### src/rtl/acc_bias_gen.sv
// Three-lane accumulate-and-bias producer for the bound/clip stage: sums a programmable
// number of signed products per lane, adds a latched bias, saturates, and strobes the result.
module acc_bias_gen #(
    parameter int P_BW   = 16,
    parameter int B_BW   = 16,
    parameter int AB_BW  = 21,
    parameter int CNT_BW = 8
) (
    input  logic              clk,
    input  logic              rst,
    input  logic              i_start,
    input  logic [CNT_BW-1:0] i_acc_len,
    input  logic [1:0]        i_bound_sel,
    input  logic [B_BW-1:0]   i_bias0,
    input  logic [B_BW-1:0]   i_bias1,
    input  logic [B_BW-1:0]   i_bias2,
    input  logic              i_valid,
    input  logic [P_BW-1:0]   i_prod0,
    input  logic [P_BW-1:0]   i_prod1,
    input  logic [P_BW-1:0]   i_prod2,
    output logic              o_ready,
    output logic              o_busy,
    output logic              bound_en,
    output logic [1:0]        o_bound_sel,
    output logic [AB_BW-1:0]  o_acc_bias0,
    output logic [AB_BW-1:0]  o_acc_bias1,
    output logic [AB_BW-1:0]  o_acc_bias2
);

    // Wide enough for 2^CNT_BW-1 full-scale products plus bias without wrapping.
    localparam int ACC_W = P_BW + CNT_BW + 1;
    localparam int SUM_W = ACC_W + 1;

    localparam logic signed [SUM_W-1:0] SAT_MAX = {{(SUM_W-AB_BW+1){1'b0}}, {(AB_BW-1){1'b1}}};
    localparam logic signed [SUM_W-1:0] SAT_MIN = {{(SUM_W-AB_BW+1){1'b1}}, {(AB_BW-1){1'b0}}};

    typedef enum logic [1:0] {
        S_IDLE,
        S_ACC,
        S_BIAS,
        S_OUT
    } state_t;

    state_t                   state_q;
    logic [CNT_BW-1:0]        len_q;
    logic [CNT_BW-1:0]        cnt_q;
    logic [CNT_BW-1:0]        cnt_d;
    logic [1:0]               sel_q;
    logic [B_BW-1:0]          bias_q      [3];
    logic signed [ACC_W-1:0]  acc_q       [3];
    logic signed [ACC_W-1:0]  prod_ext    [3];
    logic signed [SUM_W-1:0]  sum_d       [3];
    logic [AB_BW-1:0]         acc_bias_d  [3];
    logic [AB_BW-1:0]         acc_bias_q  [3];
    logic                     ready_q;
    logic                     busy_q;
    logic                     bound_en_q;
    logic [1:0]               bound_sel_q;

    function automatic logic [AB_BW-1:0] sat_ab(input logic signed [SUM_W-1:0] v);
        if (v > SAT_MAX) begin
            return SAT_MAX[AB_BW-1:0];
        end else if (v < SAT_MIN) begin
            return SAT_MIN[AB_BW-1:0];
        end
        return v[AB_BW-1:0];
    endfunction

    assign cnt_d = cnt_q + CNT_BW'(1);

    always_comb begin
        prod_ext[0] = {{(ACC_W-P_BW){i_prod0[P_BW-1]}}, i_prod0};
        prod_ext[1] = {{(ACC_W-P_BW){i_prod1[P_BW-1]}}, i_prod1};
        prod_ext[2] = {{(ACC_W-P_BW){i_prod2[P_BW-1]}}, i_prod2};
        for (int k = 0; k < 3; k++) begin
            sum_d[k] = {acc_q[k][ACC_W-1], acc_q[k]}
                     + {{(SUM_W-B_BW){bias_q[k][B_BW-1]}}, bias_q[k]};
            acc_bias_d[k] = sat_ab(sum_d[k]);
        end
    end

    always_ff @(posedge clk) begin
        if (rst) begin
            state_q     <= S_IDLE;
            len_q       <= '0;
            cnt_q       <= '0;
            sel_q       <= '0;
            ready_q     <= 1'b0;
            busy_q      <= 1'b0;
            bound_en_q  <= 1'b0;
            bound_sel_q <= '0;
            for (int k = 0; k < 3; k++) begin
                bias_q[k]     <= '0;
                acc_q[k]      <= '0;
                acc_bias_q[k] <= '0;
            end
        end else begin
            unique case (state_q)
                S_IDLE: begin
                    if (i_start) begin
                        len_q     <= i_acc_len;
                        sel_q     <= i_bound_sel;
                        bias_q[0] <= i_bias0;
                        bias_q[1] <= i_bias1;
                        bias_q[2] <= i_bias2;
                        cnt_q     <= '0;
                        busy_q    <= 1'b1;
                        for (int k = 0; k < 3; k++) begin
                            acc_q[k] <= '0;
                        end
                        // A zero-length job skips accumulation and emits the bias alone.
                        if (i_acc_len == '0) begin
                            state_q <= S_BIAS;
                        end else begin
                            state_q <= S_ACC;
                            ready_q <= 1'b1;
                        end
                    end
                end
                S_ACC: begin
                    if (i_valid) begin
                        cnt_q <= cnt_d;
                        for (int k = 0; k < 3; k++) begin
                            acc_q[k] <= acc_q[k] + prod_ext[k];
                        end
                        if (cnt_d == len_q) begin
                            state_q <= S_BIAS;
                            ready_q <= 1'b0;
                        end
                    end
                end
                S_BIAS: begin
                    // Results and select only change here so the clip stage sees them stable.
                    for (int k = 0; k < 3; k++) begin
                        acc_bias_q[k] <= acc_bias_d[k];
                    end
                    bound_sel_q <= sel_q;
                    bound_en_q  <= 1'b1;
                    state_q     <= S_OUT;
                end
                S_OUT: begin
                    bound_en_q <= 1'b0;
                    busy_q     <= 1'b0;
                    state_q    <= S_IDLE;
                end
                default: begin
                    state_q <= S_IDLE;
                end
            endcase
        end
    end

    assign o_ready     = ready_q;
    assign o_busy      = busy_q;
    assign bound_en    = bound_en_q;
    assign o_bound_sel = bound_sel_q;
    assign o_acc_bias0 = acc_bias_q[0];
    assign o_acc_bias1 = acc_bias_q[1];
    assign o_acc_bias2 = acc_bias_q[2];

endmodule
### config.mk
export PLATFORM = sky130hd
export DESIGN_NAME = acc_bias_gen
export DESIGN_NICKNAME = d
export VERILOG_FILES = /design/src/rtl/acc_bias_gen.sv
export SDC_FILE = /design/constraint.sdc
export NUM_CORES = 1
export LEC_CHECK = 0
export BUFFER_PORTS_ARGS = -buffer_cell sky130_fd_sc_hd__buf_4
export CAP_MARGIN = 15
export CORE_ASPECT_RATIO = 2
export CORE_MARGIN = 2
export CORE_UTILIZATION = 54
export DETAILED_ROUTE_END_ITERATION = 6
export GPL_ROUTABILITY_DRIVEN = 0
export PLACE_DENSITY = 0.78
export SLEW_MARGIN = 10
export SYNTH_ARGS = -nofsm -noshare
export SYNTH_HDL_FRONTEND = slang
export SYNTH_SLANG_ARGS = --single-unit
### constraint.sdc
create_clock -name clk -period 3.5 [get_ports clk]
set_clock_uncertainty 0.1 [all_clocks]
set_input_delay 0.175 -clock clk [delete_from_list [all_inputs] [get_ports clk]]
set_output_delay 0.175 -clock clk [all_outputs]
set_load 0.01 [all_outputs]
* Word level (Yosys, flattened, before mapping)
Memories as Yosys holds them, arrays and structs flattened.
Cells that the tools add are included.
** Storage, ports and cells
- Register bits :: 25
- Bits in writable memories :: 186
- Logic and storage cells :: 110
- Memories :: 3
** Memories
- acc_q :: depth 3, width 25, rd ports 3, clocked after Yosys merged registers in 0, wr ports 3, RTL line 50 : logic signed [ACC_W-1:0] acc_q [3];
- acc_bias_q :: depth 3, width 21, rd ports 3, clocked after Yosys merged registers in 0, wr ports 3, RTL line 54 : logic [AB_BW-1:0] acc_bias_q [3];
- bias_q :: depth 3, width 16, rd ports 3, clocked after Yosys merged registers in 0, wr ports 3, RTL line 49 : logic [B_BW-1:0] bias_q [3];
** Cells by class
- Add/subtract/negate cells :: 7
- $lt $le $gt $ge :: 6
- Eq/ne operators :: 8
- Multiplexer cells :: 56
- Bitwise operators :: 12
- Reductions and logical operators :: 10
** Operators by type and width (number)
- 2-to-1 mux 21 bit :: 12
- 2-to-1 mux 25 bit :: 6
- adder 25 x 16 -> 26 bit :: 3
- greater-than comparator 26 x 21 -> 1 bit (second input constant) :: 3
- < comparator 26 x 21 -> 1 bit (second input constant) :: 3
- adder 25 x 16 -> 25 bit :: 3
- 2-to-1 mux 16 bit :: 3
- 2-to-1 mux 1 bit :: 24
- 2-to-1 mux 8 bit :: 2
- one-hot mux 8 bit (2 select lines) :: 1
- bitwise OR 1 bit :: 12
- adder 8 x 1 -> 8 bit (second input constant) :: 1
- equality test 8 bit :: 1
- zero test 8 bit :: 1
- 2-to-1 mux 2 bit :: 4
- inequality test 2 bit (second input constant) :: 4
- one-hot mux 2 bit (4 select lines) :: 1
- one-hot mux 1 bit (2 select lines) :: 3
- AND reduction 3 bit :: 2
- nonzero test 2 bit :: 3
- AND reduction 5 bit :: 1
- equality test 2 bit (second input constant) :: 2
- AND reduction 2 bit :: 2
- equality test 2 x 1 -> 1 bit (second input constant) :: 1
- zero test 2 bit :: 1

* Depth between registers and ports, before layout
- Depth in word-level cells :: 6
- Mapped depth :: 13
- Mapped depth without buffers :: 13

* Worst setup path after synthesis
No wires, ideal clock.
- Kind :: register -> register
- Start point :: memory acc_q[0][0] in the netlist's numbering
- End point :: memory acc_bias_q[0][0] (data pin)
- Arrival :: 3045 ps
- Slack :: 85 ps
- Stages on the path, launching flop included :: 13
- Buffers on the path :: 1
- Cell sequence :: edfxtp_1 ha_1 fa_1 a211oi_1 o21ai_1 a31oi_1 a211oi_1 a2111oi_2 xor2_1 nand3_1 o311ai_1 clkbuf_1 o21ai_0
** RTL lines (RTL line)
- start: declaration :: 50
- end: declaration :: 54

==> out/qor.yml <==
synth-async-reset-ratio: 0
num_antenna_cells: 0
ys_seq_area_frac: 0.409
portBuffers: 177
rsz0062_at_grt: "true"
critPathLaunch: "acc_q[0][26]"
grt_antenna_before_repair: 0
hold_ws_ns: 0.0530
multi_input_area_um2: 8860
firstDrtPassIters: 5
ctsRootBufferMaster: "clkbuf_16"
cp.required_ns: 3.68
worst_slew_margin_rel: 0.373
antenna_left: 0
crit_fanout: 5
dp_hpwl_um: 26700
fin_cells: 2162
path_buf_inv: 4
drc: 0
die_h_um: 239
place_area_um2: 16900
setup_viol: 39
hold_class: "primary input to flip-flop"
startpoint_type: "flip-flop"
timing.rr.end: "acc_bias_q[0][31]"
synthXorXnorAreaFrac: 0.0723
critPathArrivalTime_ns: 3.81
cp-endpoint: "acc_bias_q[0][31]"
syn2layout_area_growth_pct: 26.7
fin_util: 0.690
setup_ws_ns: -0.127
ys_warn_count: 0
synth_compound_area_frac: 0.207
setup-tns-final_ns: -2.80
crit_chain: "buf_6, fa_2, a211oi_2, nor2_2, a21oi_2, a31oi_4, buf_6, a211o_1, a21oi_2, xnor2_2, o41ai_4, buf_4, buf_6, a21oi_2"
yosysTopAreaCellShare: 0.375
clk_latency_ns: 0.53
p_leak_nw: 8.20
synth_top_family_by_area: "compound AO/OA/AOI/OAI gates"
r2r_cells: 14
outcome: "finished, violations left"
io_pins: 178
critical_path_class: "flip-flop to flip-flop"
period_share: 1.04
tritoncts: "done"
layout_common_cells: "buf_4 (230), edfxtp_1 (186), ha_1 (146), nor2_1 (139), a21oi_1 (111)"
critPathTopFamily: "compound AO/OA/AOI/OAI gates"
slew_violations: 0
grtUsageTotal: 0.256
grt_pass1_vias: 12800
synthMuxAreaShare: 0.00471
synth_area_leader_cell: "edfxtp_1"
synth-simple-area-share: 0.146
synth_fp_nets: 1765
via_per_inst: 5.95
synth_cell_types: 76
place_ws_ns: -0.145
syn_inst: 1496
hold_viol: 0
yosys_most_used_dff: "edfxtp_1"
crit_path_max_incr_delay_ns: 0.48
clk_pin_slew_ns: 0.06
avgSynthCellArea_um2: 9.95
initial_core_util: 0.545
die_area_um2: 29000
synth_fa_ha_area_frac: 0.137
max_freq_mhz: 276
regArea_um2: 6090
grt_pass1_wl_um: 60000
drt_iter0_markers: 892
cts_buffers: 21
synth_area_leaders: "edfxtp_1 (38%), ha_1 (13%), a21oi_1 (4.3%)"
core-area_um2: 27300
layout-drive-gt1-share: 0.213
powerDensity_nw_per_um2: 740
fin_nets: 2064
worst_slew_pin_slew_ns: 0.938
die-width_um: 121
rows: 86
cts_buffer_depth: 3
wl_per_cell_um: 18.1
worstSetupEndpointType: "flip-flop"
drv_cap: 0
crit_slowest_cell: "edfxtp_1"
grt_max_degree: 76
overflow: 0
path_depth: 14
fill_cells: 1994
synth_edf_count: 186
wl_um: 39000
htree_levels: 1
r2r_start: "acc_q[0][26]"
vias: 12900
ys_ff_latch: 211
min_period_ns: 3.63
power_mw: 14.0
place_inst: 2027
final_common_cell: "buf_4"
vdd_drop_max_mv: 0.412
r2r_slack_ns: -0.13
final_cell_area_um2: 18900
violations: "negative setup slack"
synth_area_um2: 14900
clkSinkCount: 211
[worst min path at each step]
stage | startpoint | end | cells after the start
2_1_floorplan | i_acc_len[0] | len_q[0] | 1
3_3_place_gp | i_bound_sel[1] | sel_q[1] | 2
3_5_place_dp | i_bound_sel[0] | sel_q[0] | 2
4_1_cts | i_valid | o_ready | 6
5_1_grt | i_prod1[12] | acc_q[0][37] | 4
6_report | i_valid | o_ready | 6
[power breakdown]
group	leakage [nW]	internal [mW]	switching (mW)
registers	2.20	3.66	0.433
logic	5.68	3.35	4.33
clock network	0.316	1.18	1.02
total	8.20	8.18	5.78
[cells in the mapped netlist (17+ instances only)]
master and number:
and2_1 58, nor2_1 141, nand2b_1 23, o21bai_1 17, dfxtp_1 25, a21oi_2 21
inv_1 50, ha_1 153, a21oi_1 127, nor2b_1 22, clkbuf_1 29, nor3_1 31
xnor2_1 65, a21o_1 52, edfxtp_1 186, o21ai_0 105, nand2_1 79, nand3_1 31
xor2_1 58
[tightest hold or removal path: stages]
cell	delay (ns)
buf_4	0.12
nand4_1	0.06
nor4_1	0.07
nand2_1	0.07
a32oi_1	0.05
nor2_1	0.08
[metal layers]
| layer | up-vias | wire, µm | track usage |
|---|---|---|---|
| li1 | 6187 | - | - |
| met1 | 6127 | 15400 | 0.300 |
| met2 | 426 | 20200 | 0.466 |
| met3 | 117 | 1780 | 0.0272 |
| met4 | 0 | 1710 | 0.111 |
| met5 | - | 0 | 0 |
[cell families (layout without fill, tap and decap cells)]
kind of cell | Yosys count | count (layout)
buffers and inverters | 88 | 402
flip-flops | 211 | 211
adder cells (fa/ha/maj) | 159 | 159
AO/OA/AOI/OAI | 464 | 464
AND/OR/NAND/NOR | 444 | 444
multiplexers | 7 | 7
XOR/XNOR | 123 | 123
[flip-flops by register name (all words and copies together), names as in the netlist, 2 cells and up]
| register | flops |
|---|---|
| acc_q | 75 |
| acc_bias_q | 63 |
| bias_q | 48 |
| cnt_q | 8 |
| len_q | 8 |
| o_bound_sel | 2 |
| sel_q | 2 |
| state_q | 2 |
[cell type report]
type                            count  share of cell area
Clock buffer                       27              0.0307
Clock inverter                     11             0.00325
Inverter                           50             0.00995
Multi-Input combinational cell   1197               0.469
Sequential cell                   211               0.323
Tap cell                          352              0.0233
Timing Repair Buffer              314               0.141
[timing repair]
action / in CTS / in global routing
pin swaps: 6 / 27
resized for setup: 28 / 69
endpoints found under the hold margin: 76 / 0
setup endpoints to repair: 60 / 66
setup buffers: 6 / 19
hold buffers: 63 / 0
gates cloned: 5 / 5
(Power assumes the default switching activity.)
